==> src/rtl/trigger_queue_manager_pkg.sv <==
// Shared types and width helpers for the trigger queue manager.
// Optional watchdog feature is selected with the TRIG_TIMEOUT_EN macro.
package trig_mgr_pkg;

   // Fill sequencing states: wait for work, issue go, collect done strobes.
   typedef enum logic [1:0] {
      IDLE = 2'd0,
      GO   = 2'd1,
      WAIT = 2'd2
   } state_t;

   // Width of an occupancy counter able to hold 0..depth inclusive.
   function automatic int cnt_w(input int depth);
      return $clog2(depth) + 1;
   endfunction

   // Width of a read/write pointer into a depth-entry array.
   function automatic int ptr_w(input int depth);
      return (depth > 1) ? $clog2(depth) : 1;
   endfunction

endpackage

==> src/rtl/trigger_queue_manager_if.sv <==
// Bundle of trigger/readout signals between the queue manager and its environment.
// With TRIG_TIMEOUT_EN defined the watchdog outputs are carried as well.
interface trigger_queue_manager_if
   import trig_mgr_pkg::*;
#(
   parameter int FILL_W = 8,
   parameter int N_CHAN = 4,
   parameter int DEPTH  = 4,
   parameter int DROP_W = 16
);
   localparam int CNT_W = cnt_w(DEPTH);

   logic              trigger;
   logic [N_CHAN-1:0] chan_en;
   logic [N_CHAN-1:0] done;
   logic [N_CHAN-1:0] go;
   logic [FILL_W-1:0] fillNum;
   logic              busy;
   logic [CNT_W-1:0]  q_count;
   logic [DROP_W-1:0] dropped;
`ifdef TRIG_TIMEOUT_EN
   logic              timeout;
   logic [N_CHAN-1:0] timeout_mask;

   // Manager side: consumes triggers and done, drives go and status.
   modport master (
      input  trigger, chan_en, done,
      output go, fillNum, busy, q_count, dropped, timeout, timeout_mask
   );

   // Environment side: trigger source and readout channels.
   modport slave (
      output trigger, chan_en, done,
      input  go, fillNum, busy, q_count, dropped, timeout, timeout_mask
   );
`else
   // Manager side: consumes triggers and done, drives go and status.
   modport master (
      input  trigger, chan_en, done,
      output go, fillNum, busy, q_count, dropped
   );

   // Environment side: trigger source and readout channels.
   modport slave (
      output trigger, chan_en, done,
      input  go, fillNum, busy, q_count, dropped
   );
`endif

endinterface

==> src/rtl/trig_fifo.sv <==
// Pending-fill queue: DEPTH x W synchronous FIFO, asynchronous active-low reset.
// A push that arrives while full is still accepted when a pop happens in the same cycle.
module trig_fifo
   import trig_mgr_pkg::*;
#(
   parameter int DEPTH = 4,
   parameter int W     = 8
)(
   input  logic                      clk,
   input  logic                      reset,
   input  logic                      push,
   input  logic                      pop,
   input  logic [W-1:0]              din,
   output logic [W-1:0]              dout,
   output logic                      full,
   output logic                      empty,
   output logic [cnt_w(DEPTH)-1:0]   count
);
   localparam int CNT_W = cnt_w(DEPTH);
   localparam int PTR_W = ptr_w(DEPTH);

   logic [W-1:0]     mem [DEPTH];
   logic [PTR_W-1:0] wr_ptr_q, wr_ptr_d;
   logic [PTR_W-1:0] rd_ptr_q, rd_ptr_d;
   logic [CNT_W-1:0] count_q, count_d;
   logic             do_push, do_pop;

   assign full    = (count_q == CNT_W'(DEPTH));
   assign empty   = (count_q == '0);
   assign do_pop  = pop & ~empty;
   assign do_push = push & (~full | do_pop);
   assign dout    = mem[rd_ptr_q];
   assign count   = count_q;

   // Pointer and occupancy update; pointers wrap naturally since DEPTH is a power of 2.
   always_comb begin
      wr_ptr_d = wr_ptr_q;
      rd_ptr_d = rd_ptr_q;
      count_d  = count_q;
      if (do_push) wr_ptr_d = wr_ptr_q + 1'b1;
      if (do_pop)  rd_ptr_d = rd_ptr_q + 1'b1;
      case ({do_push, do_pop})
         2'b10:   count_d = count_q + 1'b1;
         2'b01:   count_d = count_q - 1'b1;
         default: count_d = count_q;
      endcase
   end

   // Storage array; contents need no reset because the pointers define validity.
   always_ff @(posedge clk) begin
      if (do_push) mem[wr_ptr_q] <= din;
   end

   // Pointer and occupancy registers.
   always_ff @(posedge clk or negedge reset) begin
      if (!reset) begin
         wr_ptr_q <= '0;
         rd_ptr_q <= '0;
         count_q  <= '0;
      end else begin
         wr_ptr_q <= wr_ptr_d;
         rd_ptr_q <= rd_ptr_d;
         count_q  <= count_d;
      end
   end

endmodule

==> src/rtl/trigger_queue_manager.sv <==
// Trigger queue manager: numbers trigger edges as fills, queues them, issues each fill
// to the readout channels with a one-cycle go and waits for every enabled done.
// Define TRIG_TIMEOUT_EN to add a WAIT watchdog (TIMEOUT_CYC, timeout, timeout_mask).
module trigger_queue_manager
   import trig_mgr_pkg::*;
#(
   parameter int FILL_W = 8,
   parameter int N_CHAN = 4,
   parameter int DEPTH  = 4,
   parameter int DROP_W = 16
`ifdef TRIG_TIMEOUT_EN
   , parameter int TIMEOUT_CYC = 1024
`endif
)(
   input  logic                    clk,
   input  logic                    reset,
   trigger_queue_manager_if.master bus
);
   localparam int CNT_W = cnt_w(DEPTH);

   state_t            state_q, state_d;
   logic              trig_q;
   logic [FILL_W-1:0] fill_ctr_q, fill_ctr_d;
   logic [FILL_W-1:0] fill_num_q, fill_num_d;
   logic [N_CHAN-1:0] en_mask_q, en_mask_d;
   logic [N_CHAN-1:0] done_lat_q, done_lat_d;
   logic [DROP_W-1:0] dropped_q, dropped_d;
   logic [N_CHAN-1:0] go_out;

   logic              trig_edge;
   logic              fifo_push, fifo_pop, fifo_full, fifo_empty;
   logic [FILL_W-1:0] fifo_dout;
   logic [CNT_W-1:0]  fifo_count;

`ifdef TRIG_TIMEOUT_EN
   localparam int TMO_W = $clog2(TIMEOUT_CYC + 1);
   logic [TMO_W-1:0]  wait_cnt_q, wait_cnt_d;
   logic              timeout_q, timeout_d;
   logic [N_CHAN-1:0] timeout_mask_q, timeout_mask_d;
`endif

   assign trig_edge = bus.trigger & ~trig_q;
   // The only pop is the GO cycle, which is entered only with a non-empty queue.
   assign fifo_pop  = (state_q == GO);

   trig_fifo #(
      .DEPTH (DEPTH),
      .W     (FILL_W)
   ) u_fifo (
      .clk   (clk),
      .reset (reset),
      .push  (fifo_push),
      .pop   (fifo_pop),
      .din   (fill_ctr_q),
      .dout  (fifo_dout),
      .full  (fifo_full),
      .empty (fifo_empty),
      .count (fifo_count)
   );

   // Edge acceptance: a full queue drops the edge unless a pop frees a slot this cycle.
   always_comb begin
      fifo_push  = trig_edge & (~fifo_full | fifo_pop);
      fill_ctr_d = fill_ctr_q;
      dropped_d  = dropped_q;
      if (fifo_push) fill_ctr_d = fill_ctr_q + 1'b1;
      if (trig_edge && fifo_full && !fifo_pop && (dropped_q != '1))
         dropped_d = dropped_q + 1'b1;
   end

   // Fill sequencer: next state, go pulse, enable capture and done collection.
   always_comb begin
      state_d    = state_q;
      fill_num_d = fill_num_q;
      en_mask_d  = en_mask_q;
      done_lat_d = done_lat_q;
      go_out     = '0;
`ifdef TRIG_TIMEOUT_EN
      wait_cnt_d     = wait_cnt_q;
      timeout_d      = 1'b0;
      timeout_mask_d = timeout_mask_q;
`endif
      case (state_q)
         IDLE: begin
            // The head cannot change before GO pops it, so loading here lets
            // fillNum line up with the go pulse.
            if (!fifo_empty) begin
               state_d    = GO;
               fill_num_d = fifo_dout;
            end
         end
         GO: begin
            go_out     = bus.chan_en;
            en_mask_d  = bus.chan_en;
            done_lat_d = '0;
`ifdef TRIG_TIMEOUT_EN
            wait_cnt_d = '0;
`endif
            state_d    = (bus.chan_en == '0) ? IDLE : WAIT;
         end
         WAIT: begin
            done_lat_d = done_lat_q | (bus.done & en_mask_q);
            if (done_lat_d == en_mask_q) state_d = IDLE;
`ifdef TRIG_TIMEOUT_EN
            else if (wait_cnt_q == TMO_W'(TIMEOUT_CYC - 1)) begin
               state_d        = IDLE;
               timeout_d      = 1'b1;
               timeout_mask_d = en_mask_q & ~done_lat_d;
            end
            wait_cnt_d = wait_cnt_q + 1'b1;
`endif
         end
         default: state_d = IDLE;
      endcase
   end

   // State and datapath registers.
   always_ff @(posedge clk or negedge reset) begin
      if (!reset) begin
         state_q    <= IDLE;
         trig_q     <= 1'b0;
         fill_ctr_q <= '0;
         fill_num_q <= '0;
         en_mask_q  <= '0;
         done_lat_q <= '0;
         dropped_q  <= '0;
      end else begin
         state_q    <= state_d;
         trig_q     <= bus.trigger;
         fill_ctr_q <= fill_ctr_d;
         fill_num_q <= fill_num_d;
         en_mask_q  <= en_mask_d;
         done_lat_q <= done_lat_d;
         dropped_q  <= dropped_d;
      end
   end

`ifdef TRIG_TIMEOUT_EN
   // Watchdog counter and timeout report registers.
   always_ff @(posedge clk or negedge reset) begin
      if (!reset) begin
         wait_cnt_q     <= '0;
         timeout_q      <= 1'b0;
         timeout_mask_q <= '0;
      end else begin
         wait_cnt_q     <= wait_cnt_d;
         timeout_q      <= timeout_d;
         timeout_mask_q <= timeout_mask_d;
      end
   end

   assign bus.timeout      = timeout_q;
   assign bus.timeout_mask = timeout_mask_q;
`endif

   assign bus.go      = go_out;
   assign bus.fillNum = fill_num_q;
   assign bus.busy    = (state_q == GO) || (state_q == WAIT);
   assign bus.q_count = fifo_count;
   assign bus.dropped = dropped_q;

endmodule

==> src/flat_wrapper.sv <==
// flat-port wrapper written by rule: the top's interface ports become plain ports
module trigger_queue_manager_flat import trig_mgr_pkg::*;
#(
   parameter int FILL_W = 8,
   parameter int N_CHAN = 4,
   parameter int DEPTH  = 4,
   parameter int DROP_W = 16

)
  (clk, reset, bus_trigger, bus_chan_en, bus_done, bus_go, bus_fillNum, bus_busy, bus_q_count, bus_dropped);
  trigger_queue_manager_if #(.FILL_W(FILL_W), .N_CHAN(N_CHAN), .DEPTH(DEPTH), .DROP_W(DROP_W)) bus_i ();
  input  logic clk;
  input  logic reset;
  input wire logic [$bits(bus_i.trigger)-1:0] bus_trigger;
  input wire logic [$bits(bus_i.chan_en)-1:0] bus_chan_en;
  input wire logic [$bits(bus_i.done)-1:0] bus_done;
  output wire logic [$bits(bus_i.go)-1:0] bus_go;
  output wire logic [$bits(bus_i.fillNum)-1:0] bus_fillNum;
  output wire logic [$bits(bus_i.busy)-1:0] bus_busy;
  output wire logic [$bits(bus_i.q_count)-1:0] bus_q_count;
  output wire logic [$bits(bus_i.dropped)-1:0] bus_dropped;
  assign bus_i.trigger = bus_trigger;
  assign bus_i.chan_en = bus_chan_en;
  assign bus_i.done = bus_done;
  assign bus_go = bus_i.go;
  assign bus_fillNum = bus_i.fillNum;
  assign bus_busy = bus_i.busy;
  assign bus_q_count = bus_i.q_count;
  assign bus_dropped = bus_i.dropped;
  trigger_queue_manager #(.FILL_W(FILL_W), .N_CHAN(N_CHAN), .DEPTH(DEPTH), .DROP_W(DROP_W)) u_core (.clk(clk), .reset(reset), .bus(bus_i));
endmodule
==> config.mk <==
export PLATFORM = sky130hd
export DESIGN_NAME = trigger_queue_manager_flat
export DESIGN_NICKNAME = d
export VERILOG_FILES = /design/src/rtl/trigger_queue_manager_pkg.sv /design/src/rtl/trigger_queue_manager_if.sv /design/src/rtl/trig_fifo.sv /design/src/rtl/trigger_queue_manager.sv /design/src/flat_wrapper.sv
export SDC_FILE = /design/constraint.sdc
export NUM_CORES = 1
export LEC_CHECK = 0
export CAP_MARGIN = 5
export CORE_MARGIN = 2
export CORE_UTILIZATION = 40
export DETAILED_ROUTE_END_ITERATION = 8
export HOLD_SLACK_MARGIN = 0.08
export SYNTH_ARGS = -nofsm -noshare
export SYNTH_HDL_FRONTEND = slang
export SYNTH_SLANG_ARGS = --single-unit
==> constraint.sdc <==
create_clock -name clk -period 3.5 [get_ports clk]
set_input_delay 0.35 -clock clk [delete_from_list [all_inputs] [get_ports clk]]
set_output_delay 0.35 -clock clk [all_outputs]
set_load 0.01 [all_outputs]
== Word level (Yosys, flattened, before mapping) ==
Memory sizes are Yosys's and may differ from the RTL's. A register that Yosys moved wholly into a read port is not among the register bits.
Index checks and enable logic that the tools add are counted.

* Add/sub/neg operators: 6
* Equality and inequality tests: 9
* Multiplexer cells: 9
* Bitwise operators: 11
* Reductions and logical operators: 13

{| class="wikitable"
|+ Operators by type and width
! kind !! number
|-
| 16-bit by 1-bit adder with 16-bit output (second input constant) || 1
|-
| 16-bit != test (second input constant) || 1
|-
| 8-bit by 1-bit adder with 8-bit output (second input constant) || 1
|-
| 4-bit one-hot mux with 2 select lines || 1
|-
| 2-bit two-way mux || 3
|-
| 2-bit one-hot mux with 3 select lines || 1
|-
| 3-bit one-hot mux with 2 select lines || 1
|-
| 2-bit by 1-bit adder with 2-bit output (second input constant) || 2
|-
| 1-bit AND || 4
|-
| 4-bit AND || 1
|-
| 2-bit by 1-bit == test with 1-bit output (second input constant) || 2
|-
| 2-bit == test (second input constant) || 2
|-
| 4-bit == test || 1
|-
| 4-bit logical NOT || 1
|-
| 4-bit two-way mux || 1
|-
| 4-bit OR || 1
|-
| 2-bit AND reduction || 2
|-
| 2-bit nonzero test || 2
|-
| 3-bit by 1-bit adder with 3-bit output (second input constant) || 1
|-
| 3-bit == test (second input constant) || 1
|-
| 1-bit logical AND || 3
|-
| 3-bit logical NOT || 1
|-
| 1-bit NOT || 3
|-
| 3-bit by 1-bit subtractor with 3-bit output (second input constant) || 1
|-
| other kinds (7) || 10
|}

* Bits in registers: 42
* RAM bits: 32
* Logic and storage cells: 58
* Memories kept: 1

{| class="wikitable"
|+ Memory list
! name !! depth !! width !! read ports !! clocked after memory_dff !! write ports !! RTL line !! RTL
|-
| u_core.u_fifo.mem || 4 || 8 || 1 || 1 || 1 || trig_fifo.sv:22 || <nowiki>logic [W-1:0] mem [DEPTH];</nowiki>
|}

== Logic depth before layout (Yosys ltp) ==
Gate-level depths: netlist of the first run.

* Word-level depth: 7
* Gate-level depth with buffers: 14
* Depth with buffers taken out: 11

== Cells and area by module ==
A second synthesis of the first run with hierarchy kept.

* Cell total of the unflattened synthesis: 259
* Area, all modules: 3694.8 µm²

{| class="wikitable"
|+ By module, submodules not included
! module !! instances !! cells an instance !! area each (µm²) !! sequential area each (µm²)
|-
| trigger_queue_manager || 1 || 179 || 2107.0 || 1076.0
|-
| trig_fifo || 1 || 80 || 1587.8 || 1136.1
|}

== Least setup slack after synthesis of the first run ==
No wires, ideal clock.

* Path kind: reg2reg
* Start point: register u_core.state_q[1]
* End point: register u_core.u_fifo.count_q[2] (netlist: u_core.u_fifo.count[2])
* Library setup time: 0.079 ns
* Arrival time: 2.699 ns
* Slack: 0.722 ns
* Stages on the path, launching flop included: 15
* Path buffers: 3
* Path through: dfrtp_1 inv_1 ha_1 buf_6 or4b_1 buf_2 and2_2 clkbuf_1 inv_1 ha_1 inv_1 fa_1 xor2_1 nor2_1 xor2_1

* Longest elaborated chain between the ends: 6
* Elaborated cells on any way between the ends: 10
* Those cells by class: eq/ne: 3; mux: 1; bitwise: 5; reduce/logical: 1

{| class="wikitable"
|+ Ends and longest elaborated chain
! item !! RTL line !! RTL
|-
| from (decl) || trigger_queue_manager.sv:21 || <nowiki>state_t state_q, state_d;</nowiki>
|-
| from (signal assigned) || trigger_queue_manager.sv:128 || <nowiki>state_q <= state_d;</nowiki>
|-
| 2-bit by 1-bit == test with 1-bit output * || trigger_queue_manager.sv:44 || <nowiki>assign fifo_pop = (state_q == GO);</nowiki>
|-
| 1-bit OR / 1-bit AND (equally long branches) || trigger_queue_manager.sv:63, trig_fifo.sv:30 ||
|-
| 1-bit AND / 1-bit OR (equally long branches) || trigger_queue_manager.sv:63, trig_fifo.sv:31 ||
|-
| 1-bit AND || trig_fifo.sv:31 || <nowiki>assign do_push = push & (~full | do_pop);</nowiki>
|-
| 2-bit by 1-bit == test with 1-bit output / 2-bit == test (equally long branches) || trig_fifo.sv:42 || <nowiki>case ({do_push, do_pop})</nowiki>
|-
| 3-bit one-hot mux with 2 select lines / 2-bit nonzero test (equally long branches) || n/a ||
|-
| to (signal assigned) || trig_fifo.sv:63 || <nowiki>count_q <= count_d;</nowiki>
|-
| to (decl) || trig_fifo.sv:25 || <nowiki>logic [CNT_W-1:0] count_q, count_d;</nowiki>
|}

Every way passes the cells marked *; elsewhere a longest branch is shown, timed or not.
A chain may end at the register's enable or synchronous reset.

== Worst setup path in the final report of the first run ==
Same ends and word-level chain as after synthesis.

==> results.md, run 1 <==
- Status: completed
- Top Ports: 43
- Post-layout min period: 2890 ps
- Final worst-path cycle share: 82.6%
- Vias per cell: 5.09
- Die area: 9780 µm²
- Ys flop type: dfrtp_1
- Setup Skew: 13.4 ps
- Area of the multi-input gates: 1320 µm²
- Vias in the first global route: 2170
- # fillers: 797
- Die height: 98.9 µm
- Static Leak: 1.71 nW
- Final Max Tran Viols: 0
- Critical path data required time: 3770 ps
- Fin. Hold Viols: 0
- Most common cell after layout, fill and taps aside: dfrtp_1
- H-tree Lvls: 3
- Post-CTS sizing: 0
- Max_slew headroom: 46.0%
- CTS tree: built
- Maximum vdd ir drop: 0.263 mV
- Area grow syn2layout: 20.9%
- Die Wd: 98.9 µm
- Mapped cell area: 3600 µm²
- Largest net degree at the start of global routing: 35
- Antenna Cells: 0
- Routed WL: 6320 µm
- Postcts setup bufs: 0
- Post-layout nets: 323
- TritonRoute pass-1 iters: 5
- Storage cell area: 2210 µm²
- GRT Overall Usage: 14.6%
- Finished Cell Area: 4360 µm²
- Worst Path Arrival: 3160 ps
- Post-DP HPWL: 4340 µm
- Max-Cap Viols: 0
- CP startpoint kind: flip-flop
- Inst Count DP: 398
- Share of power burned in registers: 46.0%
- CP Capture Type: flip-flop
- Starting density of the core: 41.3%
- Num CTS Buffers: 9
- Internal Power: 0.00229 W
- Clock Root Buffer: clkbuf_8
- RSZ-0062 raised after global routing: false
- Non-filler cells, final: 414
- Bufs on Longest Clock Path: 2
- Sequential element share of the synthesized area: 61.4%
- Syn_area_per_cell: 14.3 µm²
- Power Total: 0.00333 W
- Clock sinks: 82
- Row cnt: 34
- Clock power frac: 21.8%
- Highest Clock Rate: 346 MHz
- First-pass GRT wire length: 11000 µm
- Clock Latency Late Sink: 350 ps
- Power per standard cell area: 765 nW/µm²
- Drt initial violations: 105
- Initial antenna violation count: 0
- DRC Markers: 0
- Reg clk slew, reported paths: 90 ps
- Worst Max-Slew Pin Slew: 811 ps
- Hold buffers post-CTS: 0
- Hold Slack: 90.4 ps
- Placed Area: 4140 µm²
- Wirelength per Cell: 15.3 µm
- Net Switching: 0.00104 W
- Setup_tns: 0 ps
- Syn_nets: 274
- Seq cells post-synth: 82
- Synth warnings: 0
- CP max FO: 10
- Gp weighted congestion: 0.758
- Async S/R FF share, synth: 61.0%
- Share of layout cells above drive strength 1: 19.0%
- Core area: 8720 µm²
- DRT antenna net count: 0
- Port Buffers: 42
- Distinct cell type count after synthesis: 45
- EDFF count, synth: 32
- R2R cell count: 11
- Min-delay worst type: primary input to async pin
- Crit Path Class: flip-flop to flip-flop
- Comb pwr share: 32.2%
- Sw frac: 31.3%
- Synth Instances: 252
- Final setup viols: 0
- Grt total ovfl: 0
- DR vias: 2108
- Commonest non-fill, non-tap cells in the layout: 50 x dfrtp_1, 41 x clkdlybuf4s50_1, 32 x edfxtp_1
-- Yosys cell counts (3+ instances only) --
library cell / count / area, µm²
a31oi_1: 4 / 25.0
and2_2: 6 / 45.0
and3_1: 4 / 25.0
and3_2: 4 / 30.0
clkbuf_1: 3 / 11.3
dfrtp_1: 50 / 1250
edfxtp_1: 32 / 961
ha_1: 10 / 125
inv_1: 11 / 41.3
mux2_2: 14 / 158
mux4_2: 8 / 180
nand2_1: 7 / 26.3
nand2b_1: 5 / 31.3
nand3_1: 7 / 35.0
nand4_1: 10 / 62.6
nor2_1: 10 / 37.5
nor2b_1: 3 / 18.8
nor3_2: 3 / 30.0
nor4_1: 4 / 25.0
xnor2_1: 13 / 114
xor2_1: 14 / 123
-- through the flow --
step                util, %  worst slack [ps]
floorplan                 -               722
global placement       47.5               691
detailed placement     47.5               631
CTS                    50.0               602
global route           50.0               324
finish                 50.0               607
-- worst paths after layout --
path / from / to / slack [ps]
setup / recovery: u_core.state_q[1] / u_core.u_fifo.count[2] / 610
hold / removal: reset / u_core.done_lat_q[1] / 90
setup reg to reg: u_core.state_q[1] / u_core.u_fifo.count[2] / 610
hold reg to reg: u_core.bus.fillNum[1] / u_core.bus.fillNum[1] / 500
max in group asynchronous: reset / u_core.fill_ctr_q[0] / 2670
min in group clk: u_core.bus.fillNum[1] / u_core.bus.fillNum[1] / 500
-- state kept, by name, summed over array words and instances (netlist names), 3 cells and up --
name                 flops
u_core.u_fifo.mem       32
u_core.bus.dropped      16
u_core.bus.fillNum       8
u_core.fill_ctr_q        8
u_core.done_lat_q        4
u_core.en_mask_q         4
u_core.u_fifo.count      3
-- power groups by stage --
stage                     Clock [W]  Sequential [W]  Combinational [W]
final                      0.000728         0.00153            0.00107
after global routing       0.000798         0.00159            0.00120
after CTS                  0.000747         0.00154            0.00110
after detailed placement          0         0.00156            0.00109
after global placement            0         0.00155            0.00108
after floorplan                   0         0.00149           0.000738
-- routing by layer --
metal / GRT usage (%) / wire [µm] / up-vias
li1: - / - / 1023
met1: 20.4 / 3010 / 1049
met2: 21.8 / 3050 / 28
met3: 3.40 / 177 / 8
met4: 6.32 / 82 / 0
met5: 0 / 0 / -
-- final cells by class --
cell class,instances,share of cell area (%)
tap,108,3.10
timing repair buffer,45,10.0
inverter,11,0.947
clock inverter,3,1.00
sequential,82,50.8
clock buffer,13,3.90
multi-input combinational,152,30.2
-- worst max-delay path, stage by stage (launching register included) --
cell     delay (ps)
dfrtp_1         400
inv_1            80
ha_1            300
or4b_1          650
and2_2          290
inv_1            70
ha_1            170
inv_1            60
fa_1            380
xor2_1          150
nor2_1          110
xor2_1          150
-- cells by family after synthesis --
logic type	after synthesis	share of synthesized area, %
muxes	23	9.65
adders and majority gates	11	4.03
AOI/OAI and AO/OA	16	3.23
buffers and inverters	18	2.22
DFF	82	61.4
xor gates and xnor gates	27	6.56
and+or+nand+nor	75	12.9
Note: power is estimated with default switching activity, not from simulation.
==> inputs of run 2 (changes only) <==
clock period = 2.6 ns   (was 3.5 ns; I/O delays follow)
==> results.md, run 2 (synthesized netlist as in run 1, its figures left out) <==
- Power per standard cell area: 1020 nW/µm²
- Max reg flops: 32
- DRC Markers: 0
- Setup ws final: 127 ps
- CP max FO: 8
- Starting density of the core: 41.3%
- Internal Power: 0.00305 W
- Routed WL: 6430 µm
- Vias in the first global route: 2153
- Clock Latency Late Sink: 350 ps
- TritonRoute pass-1 iters: 4
- CTS tree: built
- Sw frac: 32.1%
- GRT Overall Usage: 14.0%
- Dpl ws: 114 ps
- CP most frequent cell: xor2_1
- Largest stage delay on the critical path: 530 ps
- Net Switching: 0.00144 W
- Worst Max-Slew Pin Slew: 604 ps
- Critical path data required time: 2870 ps
- Post-DP HPWL: 4430 µm
- Commonest non-fill, non-tap cells in the layout: 50 x dfrtp_1, 41 x clkdlybuf4s50_1, 32 x edfxtp_1
- Maximum vdd ir drop: 0.335 mV
- Drt initial violations: 67
- Hold Slack: 381 ps
- # fillers: 735
- First-pass GRT wire length: 10600 µm
- Post-layout nets: 329
- Area of the multi-input gates: 1340 µm²
- Bufs on Longest Clock Path: 2
- Die height: 98.9 µm
- Core area: 8720 µm²
- CP Capture Type: flip-flop
- Storage cell area: 2210 µm²
- Final worst-path cycle share: 95.1%
- Static Leak: 1.72 nW
- Min-delay worst type: primary input to async pin
- Setup Skew: 13.4 ps
- Clock Root Buffer: clkbuf_8
- Initial antenna violation count: 0
- Top Ports: 43
- Final setup viols: 0
- Placed Area: 4200 µm²
- Post-layout min period: 2470 ps
- Vias per cell: 5.13
- Highest Clock Rate: 404 MHz
- Gp weighted congestion: 0.767
- Fin. Hold Viols: 0
- Share of layout cells above drive strength 1: 22.1%
- Die Wd: 98.9 µm
- Worst Path Arrival: 2740 ps
- Area grow syn2layout: 22.4%
- Antenna Cells: 0
- Most flops, register: u_core.u_fifo.mem
- Wirelength per Cell: 15.3 µm
- Die area: 9780 µm²
- Status: completed
- Clock power frac: 20.3%
- Crit-path cells: inv_1, ha_2, or4b_4, and2_4, inv_4, ha_4, inv_2, fa_2, xor2_1, nor2_1, xor2_1
- Finished Cell Area: 4410 µm²
- DR vias: 2154
- Most common cell after layout, fill and taps aside: dfrtp_1
- Slowest CP cell: or4b_4
- Num CTS Buffers: 9
- Port Buffers: 42
- Reg clk slew, reported paths: 90 ps
- Grt total ovfl: 0
- CP startpoint kind: flip-flop
- Max-Cap Viols: 0
- Share of power burned in registers: 46.1%
- Comb pwr share: 33.7%
- H-tree Lvls: 3
- Crit Path Class: flip-flop to flip-flop
- Largest net degree at the start of global routing: 21
- Clock sinks: 82
- DRT antenna net count: 0
- Row cnt: 34
- Final Max Tran Viols: 0
- Max_slew headroom: 59.7%
## run 2: layout make-up
type	instances	share of cell area, %
Clock buffer	10	2.89
Clock inverter	6	1.50
Inverter	11	0.993
Multi-Input combinational cell	152	30.4
Sequential cell	82	50.2
Tap cell	108	3.06
Timing Repair Buffer	51	11.0
## run 2: worst max-delay path: cells and delay by family (launching register included)
kind	cells	cell delay, ps
buffers and inverters	3	190
AND/OR/NAND/NOR	3	850
adder cells (fa/ha/maj)	3	640
XOR/XNOR	2	310
flip-flops	1	400
## run 2: final timing paths
path	startpoint	to	slack [ps]	cells past startpoint
worst min-delay path	reset	u_core.bus.fillNum[4]	380	2
worst min register to register	u_core.bus.dropped[6]	u_core.bus.dropped[6]	500	1
min in group clk	bus_trigger	u_core.trig_q	430	1
max in group asynchronous	reset	u_core.u_fifo.count[2]	1570	3
worst max register to register	u_core.state_q[1]	u_core.u_fifo.count[2]	130	11
worst max-delay path	u_core.state_q[1]	u_core.u_fifo.count[2]	130	11
## run 2: repair_timing
action	CTS	global route
hold buffers	1	0
setup endpoints to repair	0	1
endpoints found under the hold margin	16	0
setup buffers	0	1
gates resized for setup	0	1
## run 2: routing by layer
| metal | share of wire [%] | up-vias | GRT usage [%] |
|---|---|---|---|
| met5 | 0 | - | 0 |
| met4 | 1.9 | 0 | 6.01 |
| met1 | 47 | 1076 | 18.6 |
| met3 | 3.5 | 11 | 3.48 |
| li1 | - | 1033 | - |
| met2 | 48 | 34 | 22.0 |
## run 2: through the flow
step	util, %	std cells	TNS (ps)	total power, W
finish	50.6	420	0	0.00448
global route	50.6	420	-6.05	0.00480
floorplan	-	252	-64.4	0.00304
CTS	50.4	419	0	0.00452
global placement	48.1	402	0	0.00357
detailed placement	48.1	402	0	0.00360
## run 2: power groups by stage
stage	registers, W	logic (W)	clock network, W
after global placement	0.00209	0.00149	0
after floorplan	0.00201	0.00103	0
after global routing	0.00213	0.00168	0.000993
after CTS	0.00207	0.00152	0.000937
after detailed placement	0.00210	0.00150	0
final	0.00207	0.00151	0.000908
==> inputs of run 3 (changes only) <==
CTS_CLUSTER_SIZE = 20   (was not set)
PLACE_DENSITY = 0.62   (was not set)
SKIP_CTS_REPAIR_TIMING = 1   (was not set)
==> results.md, run 3 (synthesized netlist as in run 1, its figures left out) <==
- CTS tree: built
- Sw frac: 32.5%
- Die area: 9780 µm²
- Wirelength per Cell: 15.1 µm
- DRC Markers: 0
- Worst Max-Slew Pin Slew: 577 ps
- Initial antenna violation count: 0
- Setup Skew: 10.6 ps
- Post-DP HPWL: 4500 µm
- Hold Slack: 431 ps
- DR vias: 2131
- Max reg flops: 32
- Reg clk slew, reported paths: 80 ps
- Max-Cap Viols: 0
- Die Wd: 98.9 µm
- CP Capture Type: flip-flop
- Internal Power: 0.00294 W
- Antenna Cells: 0
- Largest net degree at the start of global routing: 23
- Crit-path cells: inv_1, ha_2, or4b_4, and2_4, inv_4, ha_4, inv_2, fa_2, xor2_1, nor2_1, xor2_1
- Fin. Hold Viols: 0
- Num CTS Buffers: 9
- Grt total ovfl: 0
- RSZ-0062 raised after global routing: false
- Core area: 8720 µm²
- # fillers: 756
- Bufs on Longest Clock Path: 2
- Final worst-path cycle share: 93.4%
- Vias per cell: 5.07
- Final Max Tran Viols: 0
- DRT antenna net count: 0
- Most common cell after layout, fill and taps aside: dfrtp_1
- Top Ports: 43
- Largest stage delay on the critical path: 520 ps
- Share of power burned in registers: 47.4%
- GRT Overall Usage: 14.2%
- Static Leak: 1.71 nW
- Commonest non-fill, non-tap cells in the layout: 50 x dfrtp_1, 41 x clkdlybuf4s50_1, 32 x edfxtp_1
- TritonRoute pass-1 iters: 4
- Min-delay worst type: primary input to async pin
- Slowest CP cell: or4b_4
- Die height: 98.9 µm
- Clock Root Buffer: clkbuf_8
- Port Buffers: 42
- Setup_tns: 0 ps
- Area grow syn2layout: 21.5%
- Highest Clock Rate: 412 MHz
- Gp weighted congestion: 0.704
- Crit path buffers/inverters: 3
- Routed WL: 6350 µm
- Max_slew headroom: 61.5%
- H-tree Lvls: 3
- Share of layout cells above drive strength 1: 22.1%
- Row cnt: 34
- Clock Latency Late Sink: 340 ps
- Drt initial violations: 138
- Vias in the first global route: 2170
- Post-layout min period: 2430 ps
- Critical path data required time: 2860 ps
- Clock sinks: 82
- Net Switching: 0.00142 W
- First-pass GRT wire length: 10900 µm
- Final setup viols: 0
- Power per standard cell area: 995 nW/µm²
- Status: completed
- Cell family with most CP delay: simple AND/OR/NAND/NOR gates
- Maximum vdd ir drop: 0.310 mV
- Starting density of the core: 41.3%
- Post-layout nets: 329
- Clock power frac: 17.9%
- Worst Path Arrival: 2690 ps
- Crit Path Class: flip-flop to flip-flop
- Comb pwr share: 34.8%
- CP max FO: 8
- Most flops, register: u_core.u_fifo.mem
- CP most frequent cell: xor2_1
- CP startpoint kind: flip-flop
[run 3: cell count changes in the layout (fill, tap and decap cells not counted)]
| cell | previous run | this run |
|---|---|---|
| clkinvlp_4 | 2 | 1 |
| clkinv_2 | 0 | 3 |
| bufinv_16 | 1 | 0 |
| inv_6 | 1 | 0 |
[run 3: layout make-up]
class	instances	area (µm²)	share of cell area, %
sequential	82	2210	50.5
multi-input combinational	152	1340	30.6
timing repair buffer	51	485	11.1
tap	108	135	3.09
clock buffer	10	128	2.91
inverter	11	43.8	1.00
clock inverter	6	35.0	0.800
[run 3: routing by layer]
metal	up-vias	wire [µm]	track usage, %
met2	33	3030	21.5
met4	0	51	5.37
met5	-	0	0
met1	1062	3100	19.5
li1	1032	-	-
met3	4	176	3.90
[run 3: worst reg2reg max path: stages (launching register included)]
cell and delay (ps):
dfrtp_1 380, inv_1 80, ha_2 180, or4b_4 520, and2_4 200, inv_4 60, ha_4 120, inv_2 40
fa_2 350, xor2_1 160, nor2_1 120, xor2_1 160
[run 3: final timing paths]
check	start	to	slack, ps	cells after the start
setup / recovery	u_core.state_q[1]	u_core.u_fifo.count[2]	170	11
hold / removal	reset	u_core.done_lat_q[0]	430	2
setup reg to reg	u_core.state_q[1]	u_core.u_fifo.count[2]	170	11
hold reg to reg	u_core.bus.fillNum[5]	u_core.bus.fillNum[5]	510	1
max in group asynchronous	reset	u_core.trig_q	1550	3
min in group clk	bus_trigger	u_core.trig_q	440	1
[run 3: through the flow]
stage	utilization [%]	instance area, µm²	power, W	cells	worst slack (ps)
5_1_grt	50.2	4380	0.00469	420	28.5
3_5_place_dp	48.1	4200	0.00362	402	117
2_1_floorplan	-	3640	0.00304	252	-64.4
6_report	50.2	4380	0.00436	420	173
3_3_place_gp	48.1	4200	0.00357	402	183
4_1_cts	50.0	4360	0.00441	418	83.3
[run 3: power groups by stage]
stage | Sequential (W) | Combinational, W | Clock, W
floorplan | 0.00201 | 0.00103 | 0
global placement | 0.00208 | 0.00149 | 0
detailed placement | 0.00210 | 0.00152 | 0
CTS | 0.00208 | 0.00153 | 0.000808
global route | 0.00213 | 0.00169 | 0.000869
finish | 0.00206 | 0.00152 | 0.000779
